===== src/rtl/port_resp_reorder.sv =====
// Per-port response reorder buffer: tags are handed out in order, responses land in
// their tag's slot in any order, and are released to the requester strictly in issue order.
module port_resp_reorder #(
    parameter int DATA_W = 16,
    parameter int TAG_W  = 2
) (
    input  logic              clk,
    input  logic              rst,
    input  logic              alloc_req,
    output logic              alloc_gnt,
    output logic [TAG_W-1:0]  alloc_tag,
    input  logic              resp_valid,
    input  logic [DATA_W-1:0] resp_data,
    input  logic [TAG_W-1:0]  resp_tag,
    output logic              out_valid,
    output logic [DATA_W-1:0] out_data,
    output logic [TAG_W-1:0]  out_tag,
    input  logic              out_ready,
    output logic [TAG_W:0]    count,
    output logic              full,
    output logic              empty,
    output logic              err_unexp
);

    localparam int DEPTH = 1 << TAG_W;

    logic [TAG_W:0]    head_q, head_d;
    logic [TAG_W:0]    tail_q, tail_d;
    logic [DEPTH-1:0]  alloc_q, alloc_d;
    logic [DEPTH-1:0]  filled_q, filled_d;
    logic [DATA_W-1:0] data_q [DEPTH];
    logic [DATA_W-1:0] data_d [DEPTH];
    logic              err_q, err_d;

    logic [TAG_W-1:0]  head_idx;
    logic [TAG_W-1:0]  tail_idx;
    logic              fill_ok;
    logic              pop;

    assign head_idx  = head_q[TAG_W-1:0];
    assign tail_idx  = tail_q[TAG_W-1:0];
    assign empty     = (head_q == tail_q);
    assign full      = (head_idx == tail_idx) && (head_q[TAG_W] != tail_q[TAG_W]);
    assign count     = tail_q - head_q;

    // Grant looks only at start-of-cycle full, so a same-cycle pop never frees a slot early.
    assign alloc_gnt = alloc_req & ~full & ~rst;
    assign alloc_tag = tail_idx;

    // A slot still being allocated this cycle has alloc_q=0, so a response to it is rejected.
    assign fill_ok   = resp_valid & alloc_q[resp_tag] & ~filled_q[resp_tag];

    assign out_valid = ~empty & filled_q[head_idx];
    assign out_data  = data_q[head_idx];
    assign out_tag   = head_idx;
    assign pop       = out_valid & out_ready;
    assign err_unexp = err_q;

    always_comb begin
        head_d = head_q;
        tail_d = tail_q;
        err_d  = err_q;
        if (pop) begin
            head_d = head_q + 1'b1;
        end
        if (alloc_gnt) begin
            tail_d = tail_q + 1'b1;
        end
        if (resp_valid && !fill_ok) begin
            err_d = 1'b1;
        end
    end

    generate
        for (genvar gi = 0; gi < DEPTH; gi++) begin : g_slot
            logic pop_here;
            logic alloc_here;
            logic fill_here;

            assign pop_here   = pop       && (head_idx == TAG_W'(gi));
            assign alloc_here = alloc_gnt && (tail_idx == TAG_W'(gi));
            assign fill_here  = fill_ok   && (resp_tag == TAG_W'(gi));

            assign alloc_d[gi]  = (alloc_q[gi]  & ~pop_here) | alloc_here;
            assign filled_d[gi] = (filled_q[gi] & ~pop_here) | fill_here;
            assign data_d[gi]   = fill_here ? resp_data : data_q[gi];
        end
    endgenerate

    always_ff @(posedge clk or posedge rst) begin
        if (rst) begin
            head_q   <= '0;
            tail_q   <= '0;
            alloc_q  <= '0;
            filled_q <= '0;
            err_q    <= 1'b0;
            for (int i = 0; i < DEPTH; i++) begin
                data_q[i] <= '0;
            end
        end else begin
            head_q   <= head_d;
            tail_q   <= tail_d;
            alloc_q  <= alloc_d;
            filled_q <= filled_d;
            err_q    <= err_d;
            for (int i = 0; i < DEPTH; i++) begin
                data_q[i] <= data_d[i];
            end
        end
    end

endmodule


===== config.mk =====
export PLATFORM = sky130hd
export DESIGN_NAME = port_resp_reorder
export DESIGN_NICKNAME = d
export VERILOG_FILES = /design/src/rtl/port_resp_reorder.sv
export SDC_FILE = /design/constraint.sdc
export NUM_CORES = 1
export LEC_CHECK = 0
export BUFFER_PORTS_ARGS = -buffer_cell sky130_fd_sc_hd__buf_2
export CAP_MARGIN = 20
export CORE_MARGIN = 2
export CORE_UTILIZATION = 57
export DETAILED_ROUTE_END_ITERATION = 7
export HOLD_SLACK_MARGIN = 0.03
export PLACE_DENSITY = 0.79
export SETUP_SLACK_MARGIN = 0.02
export SLEW_MARGIN = 0
export SYNTH_ARGS = -nofsm -noshare
export SYNTH_HDL_FRONTEND = slang
export SYNTH_SLANG_ARGS = --single-unit
export TNS_END_PERCENT = 30

===== constraint.sdc =====
create_clock -name clk -period 3.4 [get_ports clk]
set_input_delay 0.51 -clock clk [delete_from_list [all_inputs] [get_ports clk]]
set_output_delay 0.51 -clock clk [all_outputs]
set_load 0.1 [all_outputs]

* Yosys cells after proc, flatten, opt, wreduce, memory -nomap -nowiden *
Index checks and enable logic that the tools add are counted.

word-level totals
  register bits = 79
  bits of input ports = 23
  output and inout port bits = 28

cells by class
  add/subtract/negate cells = 3
  $lt $le $gt $ge = 3
  equal/unequal tests = 12
  muxes and demuxes = 9
  bitwise gates (word level) = 31
  reduce and logical (&&, ||, !) cells = 18

operator list
  kind                                                 count
  binary-select mux 16 bit (select 2 bit)              1
  two-way mux 16 bit                                   2
  bitwise AND 1 bit                                    14
  logical AND 1 bit                                    14
  equality test 2 bit, second input constant           6
  inverter 1 bit                                       8
  bitwise OR 1 bit                                     8
  adder 3 x 1 -> 3 bit, second input constant          2
  binary-select mux 1 bit (select 2 bit)               3
  equality test 2 x 1 -> 1 bit, second input constant  3
  zero test 2 bit                                      3
  < comparator 2 x 3 -> 1 bit, second input constant   2
  equality test 3 bit                                  1
  >= comparator 3 bit, second input constant           1
  two-way mux 1 bit                                    3
  inverter 2 -> 3 bit                                  1
  subtractor 3 bit                                     1
  equality test 2 bit                                  1
  zero test 1 bit                                      1
  inequality test 1 bit                                1

* Depth between registers and ports, before layout *
Gate-level depths: netlist (run 1).

  depth after elaboration = 8
  depth in mapped cells = 7
  mapped depth without buffers = 5

* Least setup slack after synthesis (run 1) *
OpenSTA, ideal clock, no wires.

  path kind = register to output
  from = register head_q[1]
  to = output port out_valid
  data arrival time = 3741 ps
  data required time = 2890 ps
  path slack = -851 ps
  cell stages (with the launch flop) = 8
  buffers on the path = 2
  path through = dfrtp_1 -> buf_2 -> buf_1 -> inv_1 -> ha_1 -> nand2_1 -> nor2_1 -> nor2b_1

between the ends
  longest elaborated chain between the ends = 3
  elaborated cells between the ends (all ways) = 5
  those cells by class = eq/ne (1); mux (2); bitwise (2)

ends and longest elaborated chain
  item                      RTL line  RTL
  start: declaration        27        logic [TAG_W:0] head_q, head_d;
  start signal: assignment  92        head_q <= '0;
  start signal: assignment  101       head_q <= head_d;
  equality test 3 bit       42        assign empty = (head_q == tail_q);
  net empty                 21        output logic empty,
  inverter 1 bit            53        assign out_valid = ~empty & filled_q[head_idx];
  bitwise AND 1 bit         53
  end: declaration          15        output logic out_valid,

The timed path passes the listed nets, and every way through them passes these cells. The select of a mux whose other input is x is not followed.

* Worst setup path after layout (run 1) *
  from = register tail_q[0]
  to = output port alloc_gnt

between the ends
  longest elaborated chain between the ends = 5

ends and longest elaborated chain
  item                             RTL line  RTL
  start: declaration               28        logic [TAG_W:0] tail_q, tail_d;
  start signal: assignment         102       tail_q <= tail_d;
  equality test 2 bit              43        assign full = (head_idx == tail_idx) && (head_q[TAG_W] != tail_q[TAG_W]);
  logical AND 1 bit                43
  inverter 1 bit                   47        assign alloc_gnt = alloc_req & ~full & ~rst;
  bitwise AND 1 bit (2 in series)  47
  end: declaration                 10        output logic alloc_gnt,

No other way between the ends.

==> flow_summary_export.csv, run 1 <==
group,metric,value,unit
worst_setup_path,crit_end,"alloc_gnt",
floorplanning,fp.dieW,85.39,um
logic_synthesis,ys_ff_latch,79,
clocking,h-tree-depth,3,
grt,grt_overflow_total,0,
floorplanning,io_pins,51,
timing,period_share,0.7949,
flow_run,drv_cap,0,
drt,routed_wl,6663,um
grt,grtUsageTotal,0.2032,
worst_setup_path,critical_path_class,"reg2out",
placed_design,portBuffers,50,
grt,grt_pass1_vias,2188,
timing,skew,0.007436,ns
worst_setup_path,crit_slowest_cell,"a211oi_2",
logic_synthesis,syn-num-nets,268,
worst_setup_path,max_stage_delay,0.56,ns
clocking,post-cts-setup-buffers,0,
clocking,clock-sinks,79,
worst_setup_path,path_max_fanout,6,
logic_synthesis,async_flop_share,1.000,
placed_design,post-dp-hpwl,4277,um
timing,holdWs,0.4118,ns
worst_setup_path,cp_cell_sequence,"inv_1 -> ha_1 -> and2_1 -> a211oi_2 -> buf_12",
placed_design,gp_congestion,0.7999,
drt,antenna_left,0,
floorplanning,die_h,85.39,um
clocking,cts_root_buf,"clkbuf_8",
worst_setup_path,cp_data_arrival_time,2.19,ns
drt,avgRoutedWirePerCell,18.01,um
timing,fmax,370.0,MHz
placed_design,pre_cts_ws,1.073,ns
floorplanning,initial_utilization,0.5913,
worst_setup_path,worstPathRequired,2.89,ns
drt,viasPerCell,5.689,
worst_setup_path,reg2reg_slack,1.31,ns
floorplanning,core,6386,sq um
worst_setup_path,r2r_end,"tail_q[1]",
cells_and_area,final_layout_size_suffix_gt1_frac,0.5700,
worst_setup_path,rr_startpoint,"tail_q[0]",
timing,period_needed,2.703,ns
clocking,clk-insertion-delay-late,0.35,ns
logic_synthesis,synth_cell_types,32,
logic_synthesis,synth_edf_count,0,
timing,worst_pin_slew,0.9633,ns
clocking,cts_hold_buffers,0,
clocking,cts_tree,"yes",
worst_setup_path,worst-r2r-cell-count,5,
timing,relSlewSlack,0.3578,
worst_setup_path,startpoint_type,"register",
cells_and_area,seq_area,1977,sq um
grt,grt_pass1_wl,11080,um
worst_setup_path,crit_start,"tail_q[0]",
clocking,clk_pin_slew_worst_paths,0.08,ns
cells_and_area,antenna_cells,0,
timing,grt_setup_unrepaired,"no",
clocking,cts_buffers,9,
drt,route.vias.total,2105,
grt,gr-usage-met1,0.2747,
clocking,cts_max_path_buffers,2,
timing,hold_violations,0,
hold_path,min_from,"resp_valid",
logic_synthesis,syn_area,3776,sq um
drt,route.detailed.drc,0,
cells_and_area,layout_common_cells,"dfrtp_1 (79), mux2_2 (57), buf_2 (49)",
cells_and_area,final_common_cell,"dfrtp_1",
grt,antenna_found_initial,0,
grt,grt_util_met2,0.3253,
timing,maxSlewViolCount,0,
hold_path,min_path_type,"in2reg",
status,status,"completed",
grt,met3_usage,0.04183,
logic_synthesis,syn_inst,234,
cells_and_area,fillers,446,
floorplanning,fp-row-count,29,
logic_synthesis,synth-seq-area-share,0.5235,
drt,firstDrtPassIters,4,
logic_synthesis,postSynthAreaPerCell,16.14,sq um
cells_and_area,multi_input_area,1658,sq um
clocking,cts_resized,0,
grt,top_usage_layer,"met2",
cells_and_area,nNetsFinal,322,
grt,grt_max_degree,80,
timing,setup_ws,0.6973,ns
drt,first_iter_violations,153,
logic_synthesis,yosysWarnings,0,
logic_synthesis,synth-main-ff-cell,"dfrtp_1",
floorplanning,die-area,7291,sq um
worst_setup_path,endpoint_kind,"output port",
timing,setup_violations,0,
cells_and_area,syn_to_final_growth,13.98,%
-- layer usage --
metal,up-vias,wire length [um]
met5,-,0
met3,11,232
met2,40,3249
met1,1093,3055
met4,0,125
li1,961,-
-- Yosys cell counts, drive strengths merged (2+ instances only) --
library cell  count  share of area
a21o              5         0.0099
a22o              3         0.0070
and2              2         0.0033
buf              13          0.028
dfrtp            79           0.52
ha               10          0.033
inv              11          0.011
mux2             66           0.21
mux4             18           0.11
nand2             2         0.0020
nand2b            4         0.0086
nor3              2         0.0053
o2111ai           4         0.0093
xnor2             3         0.0070
xor2              3         0.0089
-- state kept, by name, indices dropped and copies added, names as in the netlist --
name       count
data_q        64
alloc_q        4
filled_q       4
head_q         3
tail_q         3
err_unexp      1
-- logic make-up after synthesis --
family | Yosys count | synth area share
AOI/OAI and AO/OA | 16 | 0.03811
buffers and inverters | 24 | 0.03877
DFF | 79 | 0.5235
and+or+nand+nor | 14 | 0.03115
adders and majority gates | 11 | 0.03844
xor gates and xnor gates | 6 | 0.01591
muxes | 84 | 0.3141
-- worst max-delay path: cells and delay by family, from the launching register on --
kind | cells | cell delay [ns]
AO/OA/AOI/OAI | 1 | 0.56
flip-flops | 1 | 0.40
AND/OR/NAND/NOR | 1 | 0.19
buffers and inverters | 2 | 0.36
adder cells (fa/ha/maj) | 1 | 0.33
-- final cells by class --
type	instances	area share
Sequential cell	79	0.4593
Multi-Input combinational cell	131	0.3852
Timing Repair Buffer	56	0.07209
Clock buffer	9	0.02878
Clock inverter	7	0.02267
Tap cell	77	0.02238
Inverter	11	0.009593
-- how the worst min path moves through the flow --
stage | endpoint | slack, ns | cells past startpoint
2_1_floorplan | alloc_q[3] | 0.45 | 1
3_3_place_gp | err_unexp | 0.43 | 1
3_5_place_dp | err_unexp | 0.44 | 1
4_1_cts | err_unexp | 0.40 | 2
5_1_grt | err_unexp | 0.41 | 2
6_report | err_unexp | 0.41 | 2
-- stage by stage --
stage | area, sq um | utilization | setup TNS [ns] | cells
3_5_place_dp | 4083 | 0.6393 | 0 | 354
5_1_grt | 4304 | 0.6740 | 0 | 370
4_1_cts | 4304 | 0.6740 | 0 | 370
2_1_floorplan | 3781 | - | -0.5475 | 234
3_3_place_gp | 4083 | 0.6393 | 0 | 354
6_report | 4304 | 0.6740 | 0 | 370
Power of run 1 is left out: the tool's default activity adds up to more than one toggle a clock period on the data nets, which glitch-free logic cannot reach.
==> run 2, diff against run 1 <==
Settings changed: ABC_AREA from default to 1, CORE_UTILIZATION 57 to 53, PLACE_DENSITY 0.79 to 0.77.
Clock period 3.4 ns to 2.4 ns, I/O delays scaled along.
==> run 2 against run 1 <==
  * Register-to-register slack got worse by 0.62 ns
  * Largest cell class is now multi-input gates
  * Final cell count is 75% higher
  * Global-route usage rose by 5.8 points
  * Via count grew 74%
  * Area after synthesis rose by 12%
  * Clock skew is 0.0047 ns higher
  * Wire length increased by 56%
  * First-iteration DRC count is 60% higher
  * Die area rose by 19%
  * Hold slack lost 0.15 ns
==> flow_summary_export.csv, run 2 <==
group,metric,value,unit
grt,grt_pass1_wl,17730,um
grt,grt_max_degree,80,
worst_setup_path,startpoint_type,"register",
floorplanning,initial_utilization,0.5450,
flow_run,drv_cap,0,
worst_setup_path,max_stage_delay,0.45,ns
worst_setup_path,cp_data_arrival_time,1.94,ns
clocking,clk-insertion-delay-late,0.35,ns
logic_synthesis,syn_area,4212,sq um
placed_design,post-dp-hpwl,6536,um
cells_and_area,final_common_cell,"nand2_1",
grt,grt_pass1_vias,3543,
worst_setup_path,worstPathRequired,2.04,ns
drt,viasPerCell,5.646,
logic_synthesis,synth_area_leaders,"dfrtp_1 (47%), nand2_1 (16%), nand4_1 (10%)",
timing,setup_violations,0,
logic_synthesis,synth_cell_types,28,
worst_setup_path,worst-r2r-cell-count,7,
floorplanning,io_pins,51,
logic_synthesis,synth_area_leader_cell,"dfrtp_1",
cells_and_area,syn_to_final_growth,16.49,%
timing,worst_pin_slew,0.9998,ns
floorplanning,fp.dieW,93.14,um
logic_synthesis,synth-seq-area-share,0.4694,
placed_design,gp_congestion,0.8080,
logic_synthesis,synth.most_common_cell,"nand2_1",
cells_and_area,antenna_cells,0,
drt,antenna_left,0,
worst_setup_path,critical_path_class,"reg2out",
worst_setup_path,crit_end,"out_data[13]",
worst_setup_path,critical_path.top_delay_family,"buffers and inverters",
logic_synthesis,syn_inst,507,
worst_setup_path,critPathBufInv,3,
clocking,h-tree-depth,3,
floorplanning,fp-row-count,32,
hold_path,min_path_type,"in2reg",
timing,relSlewSlack,0.3334,
grt,antenna_found_initial,0,
worst_setup_path,crit_start,"head_q[0]",
timing,period_share,0.9597,
drt,avgRoutedWirePerCell,16.01,um
timing,maxSlewViolCount,0,
cells_and_area,reg.largest.list,"data_q (64), alloc_q (4), filled_q (4)",
timing,hold_violations,0,
worst_setup_path,reg2reg_slack,0.69,ns
hold_path,min_from,"resp_valid",
logic_synthesis,yosysWarnings,0,
cells_and_area,layout_common_cells,"nand2_1 (179), dfrtp_1 (79), nand4_1 (69)",
placed_design,portBuffers,50,
clocking,clock-sinks,79,
timing,setup_tns,0,ns
drt,firstDrtPassIters,4,
cells_and_area,largest_reg_flops,64,
drt,first_iter_violations,245,
logic_synthesis,postSynthAreaPerCell,8.307,sq um
timing,fmax,434.1,MHz
clocking,cts_max_path_buffers,2,
logic_synthesis,synth_common_cells,"nand2_1 (180), dfrtp_1 (79), nand4_1 (69), o21ai_0 (35), nor2_1 (32)",
clocking,clk_pin_slew_worst_paths,0.07,ns
worst_setup_path,crit_cells,5,
cells_and_area,final_layout_size_suffix_gt1_frac,0.2212,
drt,route.detailed.drc,0,
worst_setup_path,endpoint_kind,"output port",
logic_synthesis,synth_edf_count,0,
drt,route.vias.total,3664,
grt,grtUsageTotal,0.2612,
status,status,"completed",
cells_and_area,largest_register,"data_q",
cells_and_area,nNetsFinal,576,
drt,routed_wl,10390,um
worst_setup_path,rr_startpoint,"alloc_q[3]",
cells_and_area,fillers,647,
logic_synthesis,synth-main-ff-cell,"dfrtp_1",
logic_synthesis,ys_ff_latch,79,
timing,period_needed,2.303,ns
floorplanning,die-area,8675,sq um
floorplanning,die_h,93.14,um
timing,grt_setup_unrepaired,"yes",
worst_setup_path,crit_slowest_cell,"buf_2",
logic_synthesis,syn-num-nets,541,
clocking,cts_buffers,9,
worst_setup_path,r2r_end,"data_q[1]",
worst_setup_path,path_max_fanout,37,
clocking,cts_root_buf,"clkbuf_8",
worst_setup_path,cp_cell_sequence,"clkinv_1 -> buf_4 -> o21ai_0 -> o22ai_2 -> buf_2",
grt,grt_overflow_total,0,
logic_synthesis,async_flop_share,1.000,
clocking,cts_tree,"yes",
clocking,cts_hold_buffers,0,
floorplanning,core,7727,sq um
timing,skew,0.01211,ns
logic_synthesis,synth.top_cell.area_share,0.4694,
## run 2: cell count changes after synthesis, moves of 16 or more
cell / previous run / this run
mux2_2: 57 / 0
o22ai_1: 0 / 16
nand2_1: 2 / 180
mux4_2: 17 / 0
nand4_1: 0 / 69
nor2_1: 1 / 32
o21ai_0: 0 / 35
## run 2: repair_timing
item | 4_1_cts | 5_1_grt
resized for setup | 0 | 1
buffers inserted | 0 | 1
endpoints found under the setup margin | 0 | 4
## run 2: cell type report
class / count / area, sq um / area share
clock buffers: 11 / 151.4 / 0.03086
clock inverters: 5 / 56.30 / 0.01148
inverters: 22 / 110.1 / 0.02244
multi-input cells: 368 / 2038 / 0.4155
flip-flops and latches: 79 / 1977 / 0.4030
well taps: 102 / 127.6 / 0.02601
repair buffers: 62 / 445.4 / 0.09079
## run 2: worst reg2reg max path, cell delays in order, from the launching register on
cell and delay, ns:
dfrtp_1 0.38, nand2_1 0.07, nand2_1 0.08, nand2_1 0.08
nand2_4 0.39, buf_4 0.40, nand4_1 0.17, nand2_1 0.09
## run 2: logic make-up (layout without fill, tap and decap cells)
group                      Yosys count  after routing  synth area share
buffers and inverters               60            100           0.07843
AOI/OAI and AO/OA                   52             52           0.06655
xor gates and xnor gates             3              3          0.006240
and+or+nand+nor                    302            302            0.3449
adders and majority gates           11             11           0.03446
DFF                                 79             79            0.4694
## run 2: how the worst min path moves through the flow
stage                  to  cells after the start
6_report        err_unexp                      3
5_1_grt         err_unexp                      3
4_1_cts         err_unexp                      3
3_5_place_dp    err_unexp                      2
3_3_place_gp    err_unexp                      2
2_1_floorplan  data_q[16]                      2
## run 2: metrics by stage
step,std cells,cell area [sq um],hold WS (ns),setup slack [ns],utilization
after global routing,649,4906,0.2785,0.008087,0.6349
after floorplan,507,4370,0.4366,-0.4805,-
after detailed placement,632,4691,0.4525,0.4254,0.6070
final,649,4906,0.2571,0.09662,0.6349
after global placement,632,4691,0.4459,0.4938,0.6070
after CTS,648,4898,0.2530,0.05771,0.6339
## run 2: routing by layer
| metal | vias to the layer above | track usage | part of all wire |
|---|---|---|---|
| met5 | - | 0 | 0 |
| met4 | 0 | 0.07721 | 0.013 |
| met3 | 11 | 0.03787 | 0.059 |
| met2 | 127 | 0.4342 | 0.49 |
| met1 | 1759 | 0.3582 | 0.44 |
| li1 | 1767 | - | - |
Power of run 2 is left out for the same reason.
